`src/rtl/dram_ctrl_pkg.sv`:
```
// Shared types and constants for the open-page DRAM controller.
package dram_ctrl_pkg;

    localparam int unsigned ADDR_W  = 32;
    localparam int unsigned DATA_W  = 32;
    localparam int unsigned ROW_W   = 11;
    localparam int unsigned COL_W   = 10;
    localparam int unsigned A_W     = 11;
    localparam int unsigned CNT_W   = 8;
    localparam int unsigned PERF_W  = 32;
    localparam int unsigned ROW_LSB = 12;
    localparam int unsigned COL_LSB = 2;

    typedef enum logic [3:0] {
        ST_IDLE, ST_PRE, ST_PRE_W, ST_ACT, ST_ACT_W,
        ST_RD, ST_RD_W, ST_WR, ST_WR_W, ST_RESP
    } state_t;

    typedef enum logic [1:0] {ISS_NONE, ISS_PRE, ISS_ACT, ISS_COL} issue_t;

    // Command pins packed as {CSn, RASn, CASn, WEn}
    typedef logic [3:0] cmd_t;
    localparam cmd_t CMD_NOP = 4'b1111;
    localparam cmd_t CMD_PRE = 4'b0010;
    localparam cmd_t CMD_ACT = 4'b0011;
    localparam cmd_t CMD_RD  = 4'b0101;
    localparam cmd_t CMD_WR  = 4'b0100;

    typedef struct packed {
        logic              write;
        logic [ROW_W-1:0]  row;
        logic [COL_W-1:0]  col;
        logic [DATA_W-1:0] wdata;
    } req_t;

endpackage

```
`src/rtl/dram_ctrl_if.sv`:
```
// Request/response handshake between the bus wrapper and the DRAM controller.
interface dram_ctrl_if;
    import dram_ctrl_pkg::*;

    logic              req_valid;
    logic              req_ready;
    logic              req_write;
    logic [ADDR_W-1:0] req_addr;
    logic [DATA_W-1:0] req_wdata;
    logic              resp_valid;
    logic [DATA_W-1:0] resp_rdata;

    modport master (
        output req_valid, req_write, req_addr, req_wdata,
        input  req_ready, resp_valid, resp_rdata
    );

    modport slave (
        input  req_valid, req_write, req_addr, req_wdata,
        output req_ready, resp_valid, resp_rdata
    );
endinterface

```
`src/rtl/dram_ctrl_timer.sv`:
```
// Loadable down-counter shared by every DRAM timing wait.
module dram_timer
    import dram_ctrl_pkg::*;
(
    input  logic             clk,
    input  logic             rst,
    input  logic             load,
    input  logic [CNT_W-1:0] load_val,
    output logic             done_c
);
    logic [CNT_W-1:0] cnt_q;

    always_ff @(posedge clk) begin
        if (!rst)              cnt_q <= '0;
        else if (load)         cnt_q <= load_val;
        else if (cnt_q != '0)  cnt_q <= cnt_q - CNT_W'(1);
    end

    assign done_c = (cnt_q == '0);
endmodule

```
`src/rtl/dram_ctrl.sv`:
```
// Open-page DRAM initiator: single-word reads/writes with row hit/miss counters.
module dram_ctrl
    import dram_ctrl_pkg::*;
#(
    parameter int unsigned TRP  = 5,
    parameter int unsigned TRCD = 5,
    parameter int unsigned TCL  = 5,
    parameter int unsigned TWR  = 5
)(
    input  logic              clk,
    input  logic              rst,
    dram_ctrl_if.slave        bus,
    output logic              DRAM_CSn,
    output logic              DRAM_RASn,
    output logic              DRAM_CASn,
    output logic              DRAM_WEn,
    output logic [A_W-1:0]    DRAM_A,
    output logic [DATA_W-1:0] DRAM_D,
    input  logic [DATA_W-1:0] DRAM_Q,
    output logic [PERF_W-1:0] row_hit_cnt,
    output logic [PERF_W-1:0] row_miss_cnt
);
    localparam logic [CNT_W-1:0] LD_TRP  = CNT_W'(TRP - 1);
    localparam logic [CNT_W-1:0] LD_TRCD = CNT_W'(TRCD - 1);
    localparam logic [CNT_W-1:0] LD_TCL  = CNT_W'(TCL - 1);
    localparam logic [CNT_W-1:0] LD_TWR  = CNT_W'(TWR - 1);

    state_t            state_q, state_d;
    cmd_t              cmd_q, cmd_d;
    logic [A_W-1:0]    a_q, a_d;
    logic [DATA_W-1:0] d_q, d_d;
    logic              ready_q, ready_d;
    logic              resp_valid_q, resp_valid_d;
    logic [DATA_W-1:0] rdata_q, rdata_d;
    logic [PERF_W-1:0] hit_q, hit_d, miss_q, miss_d;
    logic              open_q, open_d;
    logic [ROW_W-1:0]  open_row_q, open_row_d;
    req_t              req_q, req_d, new_req_c, cur_req;
    issue_t            issue;
    logic              tmr_load_c, tmr_done_c;
    logic [CNT_W-1:0]  tmr_val_c;
    logic              unused_addr_bits;

    assign new_req_c = '{write: bus.req_write,
                         row:   bus.req_addr[ROW_LSB +: ROW_W],
                         col:   bus.req_addr[COL_LSB +: COL_W],
                         wdata: bus.req_wdata};
    assign unused_addr_bits = ^{bus.req_addr[ADDR_W-1:ROW_LSB+ROW_W], bus.req_addr[COL_LSB-1:0]};

    dram_timer u_timer (
        .clk      (clk),
        .rst      (rst),
        .load     (tmr_load_c),
        .load_val (tmr_val_c),
        .done_c   (tmr_done_c)
    );

    // Next-state: each state picks which command (if any) goes out next cycle.
    always_comb begin
        state_d      = state_q;
        cmd_d        = CMD_NOP;
        a_d          = a_q;
        d_d          = d_q;
        ready_d      = 1'b0;
        resp_valid_d = 1'b0;
        rdata_d      = rdata_q;
        hit_d        = hit_q;
        miss_d       = miss_q;
        open_d       = open_q;
        open_row_d   = open_row_q;
        req_d        = req_q;
        cur_req      = req_q;
        issue        = ISS_NONE;
        tmr_load_c   = 1'b0;
        tmr_val_c    = '0;

        unique case (state_q)
            ST_IDLE: begin
                ready_d = 1'b1;
                if (bus.req_valid && ready_q) begin
                    ready_d = 1'b0;
                    req_d   = new_req_c;
                    cur_req = new_req_c;
                    if (open_q && (new_req_c.row == open_row_q)) begin
                        hit_d = hit_q + PERF_W'(1);
                        issue = ISS_COL;
                    end else begin
                        miss_d = miss_q + PERF_W'(1);
                        issue  = open_q ? ISS_PRE : ISS_ACT;
                    end
                end
            end
            ST_PRE, ST_PRE_W: if (tmr_done_c) issue = ISS_ACT; else state_d = ST_PRE_W;
            ST_ACT, ST_ACT_W: if (tmr_done_c) issue = ISS_COL; else state_d = ST_ACT_W;
            ST_RD, ST_RD_W: begin
                if (tmr_done_c) begin
                    rdata_d      = DRAM_Q;
                    resp_valid_d = 1'b1;
                    state_d      = ST_RESP;
                end else begin
                    state_d = ST_RD_W;
                end
            end
            ST_WR, ST_WR_W: begin
                if (tmr_done_c) begin
                    resp_valid_d = 1'b1;
                    state_d      = ST_RESP;
                end else begin
                    state_d = ST_WR_W;
                end
            end
            ST_RESP: begin
                ready_d = 1'b1;
                state_d = ST_IDLE;
            end
            default: state_d = ST_IDLE;
        endcase

        // Command issue: drives the pins and arms the timer with T-1.
        case (issue)
            ISS_PRE: begin
                state_d    = ST_PRE;
                cmd_d      = CMD_PRE;
                open_d     = 1'b0;
                tmr_load_c = 1'b1;
                tmr_val_c  = LD_TRP;
            end
            ISS_ACT: begin
                state_d    = ST_ACT;
                cmd_d      = CMD_ACT;
                a_d        = cur_req.row;
                open_d     = 1'b1;
                open_row_d = cur_req.row;
                tmr_load_c = 1'b1;
                tmr_val_c  = LD_TRCD;
            end
            ISS_COL: begin
                a_d        = A_W'(cur_req.col);
                tmr_load_c = 1'b1;
                if (cur_req.write) begin
                    state_d   = ST_WR;
                    cmd_d     = CMD_WR;
                    d_d       = cur_req.wdata;
                    tmr_val_c = LD_TWR;
                end else begin
                    state_d   = ST_RD;
                    cmd_d     = CMD_RD;
                    tmr_val_c = LD_TCL;
                end
            end
            default: ;
        endcase
    end

    always_ff @(posedge clk) begin
        if (!rst) begin
            state_q      <= ST_IDLE;
            cmd_q        <= CMD_NOP;
            a_q          <= '0;
            d_q          <= '0;
            ready_q      <= 1'b0;
            resp_valid_q <= 1'b0;
            rdata_q      <= '0;
            hit_q        <= '0;
            miss_q       <= '0;
            open_q       <= 1'b0;
            open_row_q   <= '0;
            req_q        <= '0;
        end else begin
            state_q      <= state_d;
            cmd_q        <= cmd_d;
            a_q          <= a_d;
            d_q          <= d_d;
            ready_q      <= ready_d;
            resp_valid_q <= resp_valid_d;
            rdata_q      <= rdata_d;
            hit_q        <= hit_d;
            miss_q       <= miss_d;
            open_q       <= open_d;
            open_row_q   <= open_row_d;
            req_q        <= req_d;
        end
    end

    assign {DRAM_CSn, DRAM_RASn, DRAM_CASn, DRAM_WEn} = cmd_q;
    assign DRAM_A         = a_q;
    assign DRAM_D         = d_q;
    assign bus.req_ready  = ready_q;
    assign bus.resp_valid = resp_valid_q;
    assign bus.resp_rdata = rdata_q;
    assign row_hit_cnt    = hit_q;
    assign row_miss_cnt   = miss_q;
endmodule

```
`src/flat_wrapper.sv`:
```
// flat-port wrapper written by rule: the top's interface ports become plain ports
module dram_ctrl_flat import dram_ctrl_pkg::*;
#(
    parameter int unsigned TRP  = 5,
    parameter int unsigned TRCD = 5,
    parameter int unsigned TCL  = 5,
    parameter int unsigned TWR  = 5
)
  (clk, rst, DRAM_CSn, DRAM_RASn, DRAM_CASn, DRAM_WEn, DRAM_A, DRAM_D, DRAM_Q, row_hit_cnt, row_miss_cnt, bus_req_valid, bus_req_write, bus_req_addr, bus_req_wdata, bus_req_ready, bus_resp_valid, bus_resp_rdata);
  dram_ctrl_if bus_i ();
  input  logic clk;
  input  logic rst;
  output logic DRAM_CSn;
  output logic DRAM_RASn;
  output logic DRAM_CASn;
  output logic DRAM_WEn;
  output logic [A_W-1:0] DRAM_A;
  output logic [DATA_W-1:0] DRAM_D;
  input  logic [DATA_W-1:0] DRAM_Q;
  output logic [PERF_W-1:0] row_hit_cnt;
  output logic [PERF_W-1:0] row_miss_cnt;
  input wire logic [$bits(bus_i.req_valid)-1:0] bus_req_valid;
  input wire logic [$bits(bus_i.req_write)-1:0] bus_req_write;
  input wire logic [$bits(bus_i.req_addr)-1:0] bus_req_addr;
  input wire logic [$bits(bus_i.req_wdata)-1:0] bus_req_wdata;
  output wire logic [$bits(bus_i.req_ready)-1:0] bus_req_ready;
  output wire logic [$bits(bus_i.resp_valid)-1:0] bus_resp_valid;
  output wire logic [$bits(bus_i.resp_rdata)-1:0] bus_resp_rdata;
  assign bus_i.req_valid = bus_req_valid;
  assign bus_i.req_write = bus_req_write;
  assign bus_i.req_addr = bus_req_addr;
  assign bus_i.req_wdata = bus_req_wdata;
  assign bus_req_ready = bus_i.req_ready;
  assign bus_resp_valid = bus_i.resp_valid;
  assign bus_resp_rdata = bus_i.resp_rdata;
  dram_ctrl #(.TRP(TRP), .TRCD(TRCD), .TCL(TCL), .TWR(TWR)) u_core (.clk(clk), .rst(rst), .bus(bus_i), .DRAM_CSn(DRAM_CSn), .DRAM_RASn(DRAM_RASn), .DRAM_CASn(DRAM_CASn), .DRAM_WEn(DRAM_WEn), .DRAM_A(DRAM_A), .DRAM_D(DRAM_D), .DRAM_Q(DRAM_Q), .row_hit_cnt(row_hit_cnt), .row_miss_cnt(row_miss_cnt));
endmodule
```
`config.mk`:
```
export PLATFORM = sky130hd
export DESIGN_NAME = dram_ctrl_flat
export DESIGN_NICKNAME = d
export VERILOG_FILES = /design/src/rtl/dram_ctrl_pkg.sv /design/src/rtl/dram_ctrl_if.sv /design/src/rtl/dram_ctrl_timer.sv /design/src/rtl/dram_ctrl.sv /design/src/flat_wrapper.sv
export SDC_FILE = /design/constraint.sdc
export NUM_CORES = 1
export LEC_CHECK = 0
export ABC_AREA = 1
export CAP_MARGIN = 30
export CORE_UTILIZATION = 25
export CTS_CLUSTER_SIZE = 30
export DETAILED_ROUTE_END_ITERATION = 10
export PLACE_DENSITY = 0.58
export SYNTH_ARGS = -nofsm -noshare
export SYNTH_HDL_FRONTEND = slang
export SYNTH_SLANG_ARGS = --single-unit
```
`constraint.sdc`:
```
create_clock -name clk -period 3.57 [get_ports clk]
set_input_delay 0.714 -clock clk [delete_from_list [all_inputs] [get_ports clk]]
set_output_delay 0.714 -clock clk [all_outputs]
set_load 0.1 [all_outputs]
```
Word-level counts from Yosys, hierarchy flattened --
Cells that the tools add are included.
Word-level totals: bits in registers 223, input bits 100, word-level logic and storage cells 82
Cells by class: bitwise logic cells 1, equal/unequal tests 16, add/sub/neg operators 3, mux-type cells 26, reductions and logical operators 20
Operator list (number):
- 2-to-1 mux 54 bit | 2
- adder 32 x 1 -> 32 bit, second input constant | 2
- one-hot mux 4 bit (3 select lines) | 2
- one-hot mux 11 bit (2 select lines) | 1
- one-hot mux 4 bit (5 select lines) | 1
- equality test 4 x 3 -> 1 bit, second input constant | 4
- 2-to-1 mux 8 bit | 2
- 2-to-1 mux 2 bit | 6
- 2-to-1 mux 4 bit | 3
- equality test 11 bit | 1
- inequality test 5 bit, second input constant | 2
- AND reduction 3 bit | 3
- equality test 4 x 2 -> 1 bit, second input constant | 2
- equality test 4 bit, second input constant | 2
- zero test 8 bit | 1
- nonzero test 8 bit | 1
- OR reduction 2 bit | 4
- subtractor 8 x 1 -> 8 bit, second input constant | 1
- one-hot mux 2 bit (3 select lines) | 1
- AND reduction 2 bit | 3
- nonzero test 2 bit | 3
- 2-to-1 mux 1 bit | 5
- equality test 2 bit, second input constant | 2
- equality test 4 x 1 -> 1 bit, second input constant | 1
- 9 further kinds | 11

Longest topological paths before layout --
Gate-level depths: netlist of the first run.
word-level depth 9, gate-level depth with buffers 18

By module --
Synthesis of the first run repeated with hierarchy kept, for this count alone.
Unflattened totals: cell total of the unflattened synthesis 1476, area total of the unflattened synthesis 10329.9 um^2
By module, submodules not included:
- dram_ctrl | area each 9851.9 um^2, sequential area each 4304.1 um^2, instances 1, cells each 1406
- dram_timer | area each 478.0 um^2, sequential area each 160.2 um^2, instances 1, cells each 70

Worst setup path before layout of the first run --
OpenSTA, ideal clock, no wires.
path kind flip-flop to flip-flop, start reg u_core.ready_q (netlist: u_core.bus.req_ready), end reg u_core.a_q[7] (netlist: u_core.DRAM_A[7]), period minus slack after synthesis 3.098 ns, path slack 0.472 ns, setup time 0.114 ns, cell stages (with the launch flop) 15, arrival 2.984 ns, buffers on the path 5, required time 3.456 ns, path through dfxtp_1 nand2_1 nor2_8 buf_6 buf_6 buf_4 o21ai_0 nand2_1 ha_1 clkbuf_1 inv_1 clkbuf_1 nand2_1 a21oi_1 a21o_1
On the way: cells in the longest elaborated chain, start to end 5, elaborated cells between the ends (all ways) 9, classes of those cells eq/ne (2); mux (5); reduce/logical (2)
RTL lines:
- from (decl) | line dram_ctrl.sv:32 | logic ready_q, ready_d;
- from (signal assigned) | line dram_ctrl.sv:174 | ready_q <= ready_d;
- logical AND 1 bit * | line dram_ctrl.sv:80 | if (bus.req_valid && ready_q) begin
- 2-to-1 mux 2 bit | line dram_ctrl.sv:80
- one-hot mux 2 bit (3 select lines) | line dram_ctrl.sv:77 | unique case (state_q)
- equality test 2 bit | line dram_ctrl.sv:120 | case (issue)
- one-hot mux 11 bit (2 select lines) / nonzero test 2 bit (equally long branches)
- to (signal assigned) | line dram_ctrl.sv:159 | a_q <= '0;
- to (signal assigned) | line dram_ctrl.sv:172 | a_q <= a_d;
- to (decl) | line dram_ctrl.sv:30 | logic [A_W-1:0] a_q, a_d;
Mark *: on every way between the ends. The rest lies on a longest branch, timed or not. A chain may end at the register's enable or synchronous reset.

Final worst setup path of the first run --
start reg u_core.miss_q[16] (netlist: u_core.row_miss_cnt[16]), end out row_miss_cnt[16]
RTL lines:
- from (decl) | line dram_ctrl.sv:35 | logic [PERF_W-1:0] hit_q, hit_d, miss_q, miss_d;
- from (signal assigned) | line dram_ctrl.sv:178 | miss_q <= miss_d;
- to (decl) | line flat_wrapper.sv:21 | output logic [PERF_W-1:0] row_miss_cnt;
No word-level cell between the ends.

==> flow_summary.json, run 1 <==
{
  "status": "finished, final reports clean",
  "cell_area_power_density_nw_per_um2": 578,
  "syn_inst": 1470,
  "drt_drc_violations_left": 0,
  "die-height_um": 205,
  "drt_pass1_iterations": 5,
  "timing.critical_path.slowest_stage_cell": "sky130_fd_sc_hd__clkdlybuf4s50_1",
  "post_route_cells_drive_above_1_share_pct": 10.8,
  "core_region_area_um2": 40700,
  "cp.required_ps": 2860,
  "setup.worst_path.class": "reg2out",
  "ff2ff_setup_slack_ps": 750,
  "post_synth.cell_area_avg_um2": 7.02,
  "clock_latency_ps": 550,
  "via_count_of_the_first_global_routing_pass": 9287,
  "worstPathBufferInverterCount": 1,
  "hp_start": "u_core.u_timer.cnt_q[0]$_SDFFE_PN0P_",
  "critPathTopFamily": "buffers and inverters",
  "ctsLongestPathBuffers": 3,
  "timing.critical_path.to_type": "primary output",
  "die-area_um2": 42100,
  "cts.hold.buffers_added": 0,
  "layout_common_cells": "sky130_fd_sc_hd__nand2_1 (384), sky130_fd_sc_hd__nor2_1 (252), sky130_fd_sc_hd__dfxtp_1 (223)",
  "power.ir.vdd_worst_v": 0.000351,
  "synth_warnings": 0,
  "final_core_occ_pct": 34.5,
  "cts-root-buf": "sky130_fd_sc_hd__clkbuf_16",
  "layout.filler_cells": 4309,
  "startpoint_type": "flop",
  "timing.final.setup_violations": 0,
  "total_routed_length_mm": 30.6,
  "met3_layer_wire_length_in_the_routed_design_mm": 1.97,
  "core.rowCount": 74,
  "crit_start": "u_core.row_miss_cnt[16]$_SDFFE_PN0P_",
  "timing_worst_slew_pin_value_ps": 1030,
  "number_of_distinct_library_cells_after_synthesis": 43,
  "drt.antenna.violating_nets": 0,
  "weighted_congestion_at_the_end_of_routability_driven_global_placement": 0.853,
  "cts_tree": "built",
  "avgViaCountPerCell": 4.41,
  "area_growth_syn_to_layout_pct": 36.1,
  "synth_area_um2": 10300,
  "design.final.nets": 1799,
  "min_period_ps": 2930,
  "grt_antenna_before_repair": 2,
  "worstPathMaxFanout": 5,
  "grt_setup_unrepaired": "no",
  "finalMaxSlewViolations": 0,
  "reg2reg_to": "u_core.DRAM_A[7]$_SDFFE_PN0P_",
  "globalRoute.totalOverflow": 0,
  "first_iter_violations": 541,
  "synth_largest_type_area_fraction_pct": 43.2,
  "worst-endpoint-arrival_ps": 2210,
  "hold-path-endpoint": "u_core.u_timer.cnt_q[0]$_SDFFE_PN0P_",
  "count_of_flip_flops_with_a_built_in_enable_after_synthesis": 0,
  "fin_skew_ps": 19.5,
  "cts_setup_buffers": 0,
  "numClockSinks": 223,
  "tns_ps": 0,
  "cts.reportedPaths.clkPinSlew_ps": 60,
  "synth_async_sr_flop_share_pct": 0,
  "rr_startpoint": "u_core.u_timer.cnt_q[0]$_SDFFE_PN0P_",
  "dp.final_hpwl_mm": 21.3,
  "tritoncts.num_buffers": 28,
  "via_count_of_the_routed_design": 9872,
  "layout_commonest_cell": "sky130_fd_sc_hd__nand2_1",
  "post_cts_resized": 0,
  "maxCapViolCount": 0,
  "worst_hold_path.num_cells": 2,
  "finalHoldViolations": 0,
  "yosys_register_bits": 223,
  "worst_r2r_path_depth": 13,
  "fin_worst_hold_slack_ps": 464,
  "wl_met2_mm": 14.0,
  "cell_types_occupying_the_most_area_after_synthesis": "sky130_fd_sc_hd__dfxtp_1 (43%), sky130_fd_sc_hd__nand2_1 (14%), sky130_fd_sc_hd__nor2_1 (9.2%)",
  "slew_limit_headroom_pct": 31.1,
  "total_leakage_power_uw": 0.00536,
  "top_signal_layer_used": "met5",
  "placement.cell_area_um2": 13100,
  "synth.net_count": 1579,
  "mean_routed_wirelength_per_cell_um": 13.7,
  "maxClockFrequency_mhz": 341,
  "final_cell_area_um2": 14100,
  "port_buf_inserts": 233,
  "h_tree_depth": 1,
  "critical_path.cell_chain": "clkdlybuf4s50_1",
  "grt.total_usage_pct": 14.3,
  "pin_count": 245,
  "synth_flop_cell": "sky130_fd_sc_hd__dfxtp_1",
  "critical-path-max-stage-delay_ps": 1200,
  "synth.yosys.seq_area_share_pct": 43.2,
  "antenna_cells_inserted": 0,
  "first_pass_grt_wire_length_mm": 48.9,
  "initial_standard_cell_utilization_of_the_core_pct": 25.3,
  "yosysTopAreaCell": "sky130_fd_sc_hd__dfxtp_1",
  "m1WireLength_mm": 14.0,
  "die_width_um": 205,
  "grt_max_degree": 69,
  "timing.hold.worst.class": "reg2reg",
  "final_cycle_utilization_of_the_critical_path_pct": 82.0
}
[cell usage after synthesis, types with 8 or more instances]
cell type	instances
sky130_fd_sc_hd__buf_6	10
sky130_fd_sc_hd__or2_1	30
sky130_fd_sc_hd__nor2_1	252
sky130_fd_sc_hd__xor2_1	13
sky130_fd_sc_hd__buf_2	13
sky130_fd_sc_hd__dfxtp_1	223
sky130_fd_sc_hd__nand4_1	12
sky130_fd_sc_hd__inv_2	8
sky130_fd_sc_hd__o21ai_0	78
sky130_fd_sc_hd__or2_2	35
sky130_fd_sc_hd__nand2_1	384
sky130_fd_sc_hd__a21oi_2	21
sky130_fd_sc_hd__a21oi_1	79
sky130_fd_sc_hd__xnor2_1	9
sky130_fd_sc_hd__ha_1	9
sky130_fd_sc_hd__inv_1	93
sky130_fd_sc_hd__clkbuf_1	30
sky130_fd_sc_hd__nand3b_1	14
sky130_fd_sc_hd__nand3_1	81
sky130_fd_sc_hd__o21ai_1	18
[how the worst max path moves through the flow]
stage	endpoint	slack, ps	depth (start not counted)
6_report	row_miss_cnt[16]	640	1
5_1_grt	u_core.DRAM_A[7]$_SDFFE_PN0P_	340	13
4_1_cts	row_miss_cnt[14]	620	1
3_5_place_dp	u_core.state_q[0]$_SDFFE_PN0P_	430	17
3_3_place_gp	u_core.state_q[2]$_SDFFE_PN0P_	400	18
2_1_floorplan	u_core.DRAM_A[7]$_SDFFE_PN0P_	470	14
[where the power goes]
group / switching (µW) / internal, µW
clock network: 1100 / 1760
logic: 1600 / 777
registers: 130 / 2760
[state kept, by name (all words and copies together) (netlist names)]
signal / flops
u_core.cmd_q: 4
u_core.req_q: 54
u_core.DRAM_A: 11
u_core.DRAM_D: 32
u_core.state_q: 4
u_core.open_q: 1
u_core.bus.resp_rdata: 32
u_core.bus.req_ready: 1
u_core.bus.resp_valid: 1
u_core.open_row_q: 11
u_core.row_hit_cnt: 32
u_core.u_timer.cnt_q: 8
u_core.row_miss_cnt: 32
[through the flow]
stage          worst slack [ps]  std cells  power (µW)
2_1_floorplan               472       1470        4720
3_3_place_gp                404       2190        5270
3_5_place_dp                429       2192        5340
4_1_cts                     617       2240        8260
5_1_grt                     343       2240        8630
6_report                    641       2240        8130
[layer usage]
layer  vias up  GRT usage (%)
met4         4           3.73
met3        45           3.18
met2       231           24.0
li1       5102              -
met1      4490           18.5
met5         -              0
[cells by family after synthesis]
logic type	after synthesis	share of synthesized area, %
AND/OR/NAND/NOR	838	35.2
XOR/XNOR	22	1.87
flip-flops	223	43.2
adder cells (fa/ha/maj)	9	1.09
buffers and inverters	166	7.17
AO/OA/AOI/OAI	212	11.4
[layout make-up]
| type | instances | area, µm² | area share (%) |
|---|---|---|---|
| Timing Repair Buffer | 254 | 2480 | 17.7 |
| Clock buffer | 39 | 833 | 5.93 |
| Clock inverter | 9 | 104 | 0.739 |
| Multi-Input combinational cell | 1081 | 5120 | 36.4 |
| Sequential cell | 223 | 4460 | 31.8 |
| Inverter | 102 | 388 | 2.76 |
| Tap cell | 532 | 666 | 4.73 |
No activity file was read; power rests on OpenSTA's default activity.
==> run 2, diff against run 1 <==
- clock period: 3.57 -> 2.9 ns (I/O delays scaled with it)
==> run 2 against run 1 <==
Against the previous run:
- flip-flop and latch count did not move
- first-iteration DRC count rose by 3.9%
- design area fell by 0.20%
==> flow_summary.json, run 2 (synthesis gave the netlist of run 1 again) <==
{
  "grt_antenna_before_repair": 2,
  "design.final.nets": 1833,
  "grt_max_degree": 85,
  "layout_common_cells": "sky130_fd_sc_hd__nand2_1 (384), sky130_fd_sc_hd__nor2_1 (252), sky130_fd_sc_hd__dfxtp_1 (222)",
  "numClockSinks": 223,
  "weighted_congestion_at_the_end_of_routability_driven_global_placement": 0.836,
  "ff2ff_setup_slack_ps": 350,
  "core.rowCount": 74,
  "layout_commonest_cell": "sky130_fd_sc_hd__nand2_1",
  "globalRoute.totalOverflow": 0,
  "post_route_cells_drive_above_1_share_pct": 19.4,
  "largest_register": "u_core.req_q",
  "dp.final_hpwl_mm": 21.9,
  "drt_drc_violations_left": 0,
  "timing_worst_slew_pin_value_ps": 624,
  "ff_latch_area_um2": 4470,
  "cell_area_power_density_nw_per_um2": 732,
  "hp_start": "u_core.u_timer.cnt_q[0]$_SDFFE_PN0P_",
  "grt_setup_unrepaired": "no",
  "worst_hold_path.num_cells": 2,
  "multi_input_logic_area_um2": 5120,
  "finalHoldViolations": 0,
  "reg2reg_to": "u_core.DRAM_D[27]$_SDFFE_PN0P_",
  "tritoncts.num_buffers": 28,
  "fin_skew_ps": 15.8,
  "drt.antenna.violating_nets": 0,
  "power.share.switching_pct": 34.7,
  "timing.final.setup_violations": 0,
  "h_tree_depth": 1,
  "timing.critical_path.to_type": "flop",
  "initial_standard_cell_utilization_of_the_core_pct": 25.3,
  "tns_ps": 0,
  "cp.required_ps": 3380,
  "maxClockFrequency_mhz": 392,
  "rr_startpoint": "u_core.u_timer.cnt_q[0]$_SDFFE_PN0P_",
  "setup.worst_path.class": "reg2reg",
  "largest_register_ff_count": 54,
  "first_iter_violations": 562,
  "finalMaxSlewViolations": 0,
  "slew_limit_headroom_pct": 58.4,
  "power_frac_comb_pct": 31.1,
  "ctsLongestPathBuffers": 3,
  "cts-root-buf": "sky130_fd_sc_hd__clkbuf_16",
  "die-height_um": 205,
  "p_switching_uw": 3560,
  "status": "finished, final reports clean",
  "min_period_ps": 2550,
  "power_report.internal_total_uw": 6710,
  "avgViaCountPerCell": 4.41,
  "cts_setup_buffers": 0,
  "post_cts_resized": 0,
  "power.ir.vdd_worst_v": 0.000414,
  "cts.reportedPaths.clkPinSlew_ps": 60,
  "core_region_area_um2": 40700,
  "startpoint_type": "flop",
  "total_leakage_power_uw": 0.00576,
  "port_buf_inserts": 233,
  "cts_tree": "built",
  "pwr-share-clk_pct": 34.2,
  "area_growth_syn_to_layout_pct": 35.9,
  "power_frac_seq_pct": 34.7,
  "pin_count": 245,
  "timing.hold.worst.class": "reg2reg",
  "worstPathMaxFanout": 21,
  "worst-endpoint-arrival_ps": 3030,
  "worst_r2r_path_depth": 11,
  "cts.hold.buffers_added": 0,
  "hold-path-endpoint": "u_core.u_timer.cnt_q[0]$_SDFFE_PN0P_",
  "final_core_occ_pct": 34.4,
  "total_routed_length_mm": 30.9,
  "via_count_of_the_routed_design": 10000,
  "die-area_um2": 42100,
  "final_cycle_utilization_of_the_critical_path_pct": 88.1,
  "first_pass_grt_wire_length_mm": 49.3,
  "maxCapViolCount": 0,
  "clock_latency_ps": 550,
  "die_width_um": 205,
  "layout.filler_cells": 4343,
  "via_count_of_the_first_global_routing_pass": 9576,
  "drt_pass1_iterations": 5,
  "grt.total_usage_pct": 14.5,
  "mean_routed_wirelength_per_cell_um": 13.6
}
==> run 2: cell count changes in the layout (fill, tap and decap cells not counted), moves of 2 or more <==
cell and delta:
sky130_fd_sc_hd__clkbuf_8 +2, sky130_fd_sc_hd__buf_16 -2, sky130_fd_sc_hd__buf_12 +4, sky130_fd_sc_hd__clkdlybuf4s50_1 -118
sky130_fd_sc_hd__buf_4 +150
==> run 2: area by class of cell <==
type                            instances  share of cell area (%)
Inverter                              102                    2.76
Sequential cell                       223                    31.8
Tap cell                              532                    4.74
Timing Repair Buffer                  288                    17.5
Clock buffer                           42                    6.16
Antenna cell                            1                  0.0178
Clock inverter                          8                   0.508
Multi-Input combinational cell       1081                    36.5
==> run 2: power by group through the flow <==
stage               Clock, µW  Sequential, µW  Combinational (µW)
floorplan                   0            4130                1680
global placement            0            3620                3180
detailed placement          0            3630                3220
CTS                      3650            3570                3230
global route             3770            3600                3540
finish                   3510            3560                3190
==> run 2: worst max-delay path by stage <==
stage,to,start
after detailed placement,u_core.DRAM_D[27]$_SDFFE_PN0P_,bus_req_addr[21]
after global placement,u_core.DRAM_D[0]$_SDFFE_PN0P_,bus_req_addr[17]
final,u_core.DRAM_D[27]$_SDFFE_PN0P_,u_core.u_timer.cnt_q[0]$_SDFFE_PN0P_
after global routing,u_core.DRAM_D[28]$_SDFFE_PN0P_,u_core.u_timer.cnt_q[0]$_SDFFE_PN0P_
after CTS,u_core.DRAM_D[27]$_SDFFE_PN0P_,u_core.u_timer.cnt_q[0]$_SDFFE_PN0P_
after floorplan,u_core.DRAM_A[7]$_SDFFE_PN0P_,u_core.bus.req_ready$_SDFF_PN0_
==> run 2: critical path, cell delays in order, from the launching register on <==
cell and delay [ps]:
sky130_fd_sc_hd__dfxtp_1 310, sky130_fd_sc_hd__inv_1 130, sky130_fd_sc_hd__ha_1 220, sky130_fd_sc_hd__nand3_1 170
sky130_fd_sc_hd__nor2_1 160, sky130_fd_sc_hd__nand2_1 80, sky130_fd_sc_hd__o21ai_0 270, sky130_fd_sc_hd__ha_1 360
sky130_fd_sc_hd__nand2_2 170, sky130_fd_sc_hd__buf_4 240, sky130_fd_sc_hd__or2_1 240, sky130_fd_sc_hd__a21oi_1 130
==> run 2: per-stage QoR <==
step / hold slack (ps) / total power, µW / setup WS (ps) / cell area [µm²] / instances
after floorplan: 439 / 5810 / 211 / 10300 / 1470
after global placement: 445 / 6800 / -84.2 / 13100 / 2226
after detailed placement: 452 / 6850 / -107 / 13100 / 2226
after CTS: 461 / 10500 / 278 / 14000 / 2276
after global routing: 480 / 10900 / 76.5 / 14000 / 2277
final: 459 / 10300 / 346 / 14000 / 2277
==> run 2: per-layer routing <==
layer | vias up | track usage (%) | wire length, µm
met5 | - | 0 | 13
met4 | 2 | 3.99 | 503
met3 | 37 | 3.74 | 2150
met2 | 237 | 24.3 | 14400
met1 | 4575 | 18.3 | 13900
li1 | 5184 | - | -
==> run 3, diff against run 2 <==
- CORE_UTILIZATION: 25 -> 47
- GPL_ROUTABILITY_DRIVEN: default -> 1
- PLACE_DENSITY: 0.58 -> 0.88
==> run 3 against run 2 <==
Against the previous run:
- clock power is 7.7% lower
- first-iteration DRC count is 1.6% higher
- critical endpoint is now u_core.DRAM_D[31]$_SDFFE_PN0P_
- final cell count fell by 12%
- register-to-register slack worse by 60 ps
- die area decreased by 46%
- critical path depth unchanged
- setup slack got worse by 61 ps
==> flow_summary.json, run 3 (synthesis gave the netlist of run 1 again) <==
{
  "post-place-cells": 1961,
  "post_layout_nonfiller_instances": 2004,
  "port_buf_inserts": 233,
  "drt.antenna.violating_nets": 0,
  "clock_latency_ps": 530,
  "post_route_cells_drive_above_1_share_pct": 18.6,
  "critical_path.cell_chain": "inv_1 -> ha_1 -> nand3_1 -> nor2_1 -> nand2_1 -> o21ai_1 -> ha_1 -> nand2_2 -> buf_12 -> or2_2 -> a21oi_1",
  "design.final.nets": 1822,
  "timing.hold.worst.class": "reg2reg",
  "grt_max_degree": 69,
  "globalRouteMet3Util_pct": 5.21,
  "grt_setup_unrepaired": "no",
  "p_switching_uw": 3480,
  "worst_r2r_path_depth": 11,
  "first_pass_grt_wire_length_mm": 44.9,
  "critPathMostFrequentCell": "sky130_fd_sc_hd__ha_1",
  "placement.cell_area_um2": 12700,
  "power_frac_comb_pct": 31.7,
  "globalRouteMet2Util_pct": 42.5,
  "reg2reg_to": "u_core.DRAM_D[31]$_SDFFE_PN0P_",
  "power.share.switching_pct": 34.8,
  "core_region_area_um2": 21300,
  "avgViaCountPerCell": 5.12,
  "first_iter_violations": 571,
  "power_frac_seq_pct": 35.9,
  "via_count_of_the_first_global_routing_pass": 9798,
  "finalHoldViolations": 0,
  "grt_antenna_before_repair": 0,
  "worst_hold_path.num_cells": 2,
  "mean_routed_wirelength_per_cell_um": 13.6,
  "total_leakage_power_uw": 0.00566,
  "globalRoute.totalOverflow": 0,
  "maxClockFrequency_mhz": 383,
  "total_routed_length_mm": 27.3,
  "maxCapViolCount": 0,
  "grt_busiest_layer": "met2",
  "layout.filler_cells": 1778,
  "min_period_ps": 2610,
  "worst-endpoint-arrival_ps": 3070,
  "timing.critical_path.to_type": "flop",
  "initial_standard_cell_utilization_of_the_core_pct": 48.5,
  "status": "finished, final reports clean",
  "worstPathMaxFanout": 23,
  "cts_tree": "built",
  "slew_limit_headroom_pct": 56.6,
  "area_growth_syn_to_layout_pct": 30.9,
  "fin_skew_ps": 20.9,
  "weighted_congestion_at_the_end_of_routability_driven_global_placement": 0.879,
  "hold-path-endpoint": "u_core.u_timer.cnt_q[0]$_SDFFE_PN0P_",
  "pwr-share-clk_pct": 32.4,
  "power_report.internal_total_uw": 6510,
  "startpoint_type": "flop",
  "rr_startpoint": "u_core.u_timer.cnt_q[0]$_SDFFE_PN0P_",
  "largest_register_ff_count": 54,
  "cts-root-buf": "sky130_fd_sc_hd__clkbuf_16",
  "gr-usage-met1_pct": 29.2,
  "pin_count": 245,
  "finalMaxSlewViolations": 0,
  "tritoncts.num_buffers": 25,
  "ff2ff_setup_slack_ps": 290,
  "final_cell_area_um2": 13500,
  "cell_area_power_density_nw_per_um2": 739,
  "largest_register": "u_core.req_q",
  "critical-path-max-stage-delay_ps": 350,
  "antenna_cells_inserted": 0,
  "die-area_um2": 22600,
  "core.rowCount": 53,
  "dp.final_hpwl_mm": 19.4,
  "timing_worst_slew_pin_value_ps": 652,
  "ctsLongestPathBuffers": 3,
  "drt_drc_violations_left": 0,
  "layout_common_cells": "sky130_fd_sc_hd__nand2_1 (384), sky130_fd_sc_hd__nor2_1 (252), sky130_fd_sc_hd__dfxtp_1 (222)",
  "cts.reportedPaths.clkPinSlew_ps": 60,
  "final_cycle_utilization_of_the_critical_path_pct": 90.1,
  "timing.critical_path.slowest_stage_cell": "sky130_fd_sc_hd__ha_1",
  "timing.final.setup_violations": 0,
  "h_tree_depth": 1,
  "via_count_of_the_routed_design": 10300,
  "cp.required_ps": 3360,
  "hp_start": "u_core.u_timer.cnt_q[0]$_SDFFE_PN0P_",
  "die_width_um": 150,
  "die-height_um": 150,
  "grt.total_usage_pct": 24.2,
  "layout_commonest_cell": "sky130_fd_sc_hd__nand2_1",
  "numClockSinks": 223,
  "drt_pass1_iterations": 5,
  "power.ir.vdd_worst_v": 0.000659,
  "setup.worst_path.class": "reg2reg"
}
==> run 3: cell types whose count changed in the layout (fill, tap and decap cells not counted) <==
cell                        delta
sky130_fd_sc_hd__o21ai_1       +1
sky130_fd_sc_hd__clkbuf_8      -5
sky130_fd_sc_hd__buf_12        -3
sky130_fd_sc_hd__buf_4         -5
sky130_fd_sc_hd__o21ai_0       -1
sky130_fd_sc_hd__diode_2       -1
sky130_fd_sc_hd__clkinv_4      +1
sky130_fd_sc_hd__inv_16        +1
sky130_fd_sc_hd__clkbuf_1      +2
sky130_fd_sc_hd__bufinv_16     +2
sky130_fd_sc_hd__clkbuf_16     -4
sky130_fd_sc_hd__clkinv_2      -5
sky130_fd_sc_hd__inv_6         +1
==> run 3: how the worst max path moves through the flow <==
| stage | from | to | cells after the start |
|---|---|---|---|
| 5_1_grt | u_core.u_timer.cnt_q[0]$_SDFFE_PN0P_ | u_core.DRAM_D[1]$_SDFFE_PN0P_ | 11 |
| 3_3_place_gp | bus_req_addr[15] | u_core.DRAM_D[2]$_SDFFE_PN0P_ | 14 |
| 4_1_cts | u_core.u_timer.cnt_q[0]$_SDFFE_PN0P_ | u_core.DRAM_D[31]$_SDFFE_PN0P_ | 11 |
| 6_report | u_core.u_timer.cnt_q[0]$_SDFFE_PN0P_ | u_core.DRAM_D[31]$_SDFFE_PN0P_ | 11 |
| 2_1_floorplan | u_core.bus.req_ready$_SDFF_PN0_ | u_core.DRAM_A[7]$_SDFFE_PN0P_ | 14 |
| 3_5_place_dp | bus_req_addr[15] | u_core.DRAM_D[1]$_SDFFE_PN0P_ | 14 |
==> run 3: per-layer routing <==
metal	vias to the layer above	wire length, µm	part of all wire (%)
met2	348	13200	48
met3	69	2040	7.5
met5	-	0	0
li1	5141	-	-
met4	0	817	3.0
met1	4695	11300	41
==> run 3: metrics by stage <==
step	TNS, ps	worst slack, ps	utilization, %	hold WS (ps)	total power [µW]
3_3_place_gp	0	22.1	59.5	447	6650
6_report	0	286	63.5	460	9990
5_1_grt	0	82.2	63.5	488	10500
2_1_floorplan	0	211	-	439	5810
4_1_cts	0	140	63.5	458	10000
3_5_place_dp	-997	-104	59.5	455	6750
==> run 3: layout make-up <==
type	instances	area (µm²)	share of cell area [%]
clock buffer	35	703	5.20
clock inverter	8	144	1.06
inverter	102	388	2.87
multi-input combinational	1081	5120	37.9
sequential	223	4470	33.0
tap	275	344	2.54
timing repair buffer	280	2350	17.4
==> run 3: repair_timing <==
| item | in CTS | in global routing |
|---|---|---|
| setup buffers | 0 | 0 |
| resized for setup | 0 | 1 |
| setup endpoints to repair | 0 | 33 |
| hold buffers | 0 | 0 |
==> run 3: worst max-delay path: cells and delay by family, from the launching register on <==
family | cells | cell delay [ps]
AND/OR/NAND/NOR | 5 | 900
adder cells (fa/ha/maj) | 2 | 560
flip-flops | 1 | 310
AO/OA/AOI/OAI | 2 | 460
buffers and inverters | 2 | 300
==> run 3: power groups by stage <==
stage,Combinational (µW),Clock (µW),Sequential (µW)
4_1_cts,3150,3300,3570
3_5_place_dp,3110,0,3630
5_1_grt,3460,3420,3610
6_report,3170,3240,3580
3_3_place_gp,3030,0,3620
2_1_floorplan,1680,0,4130
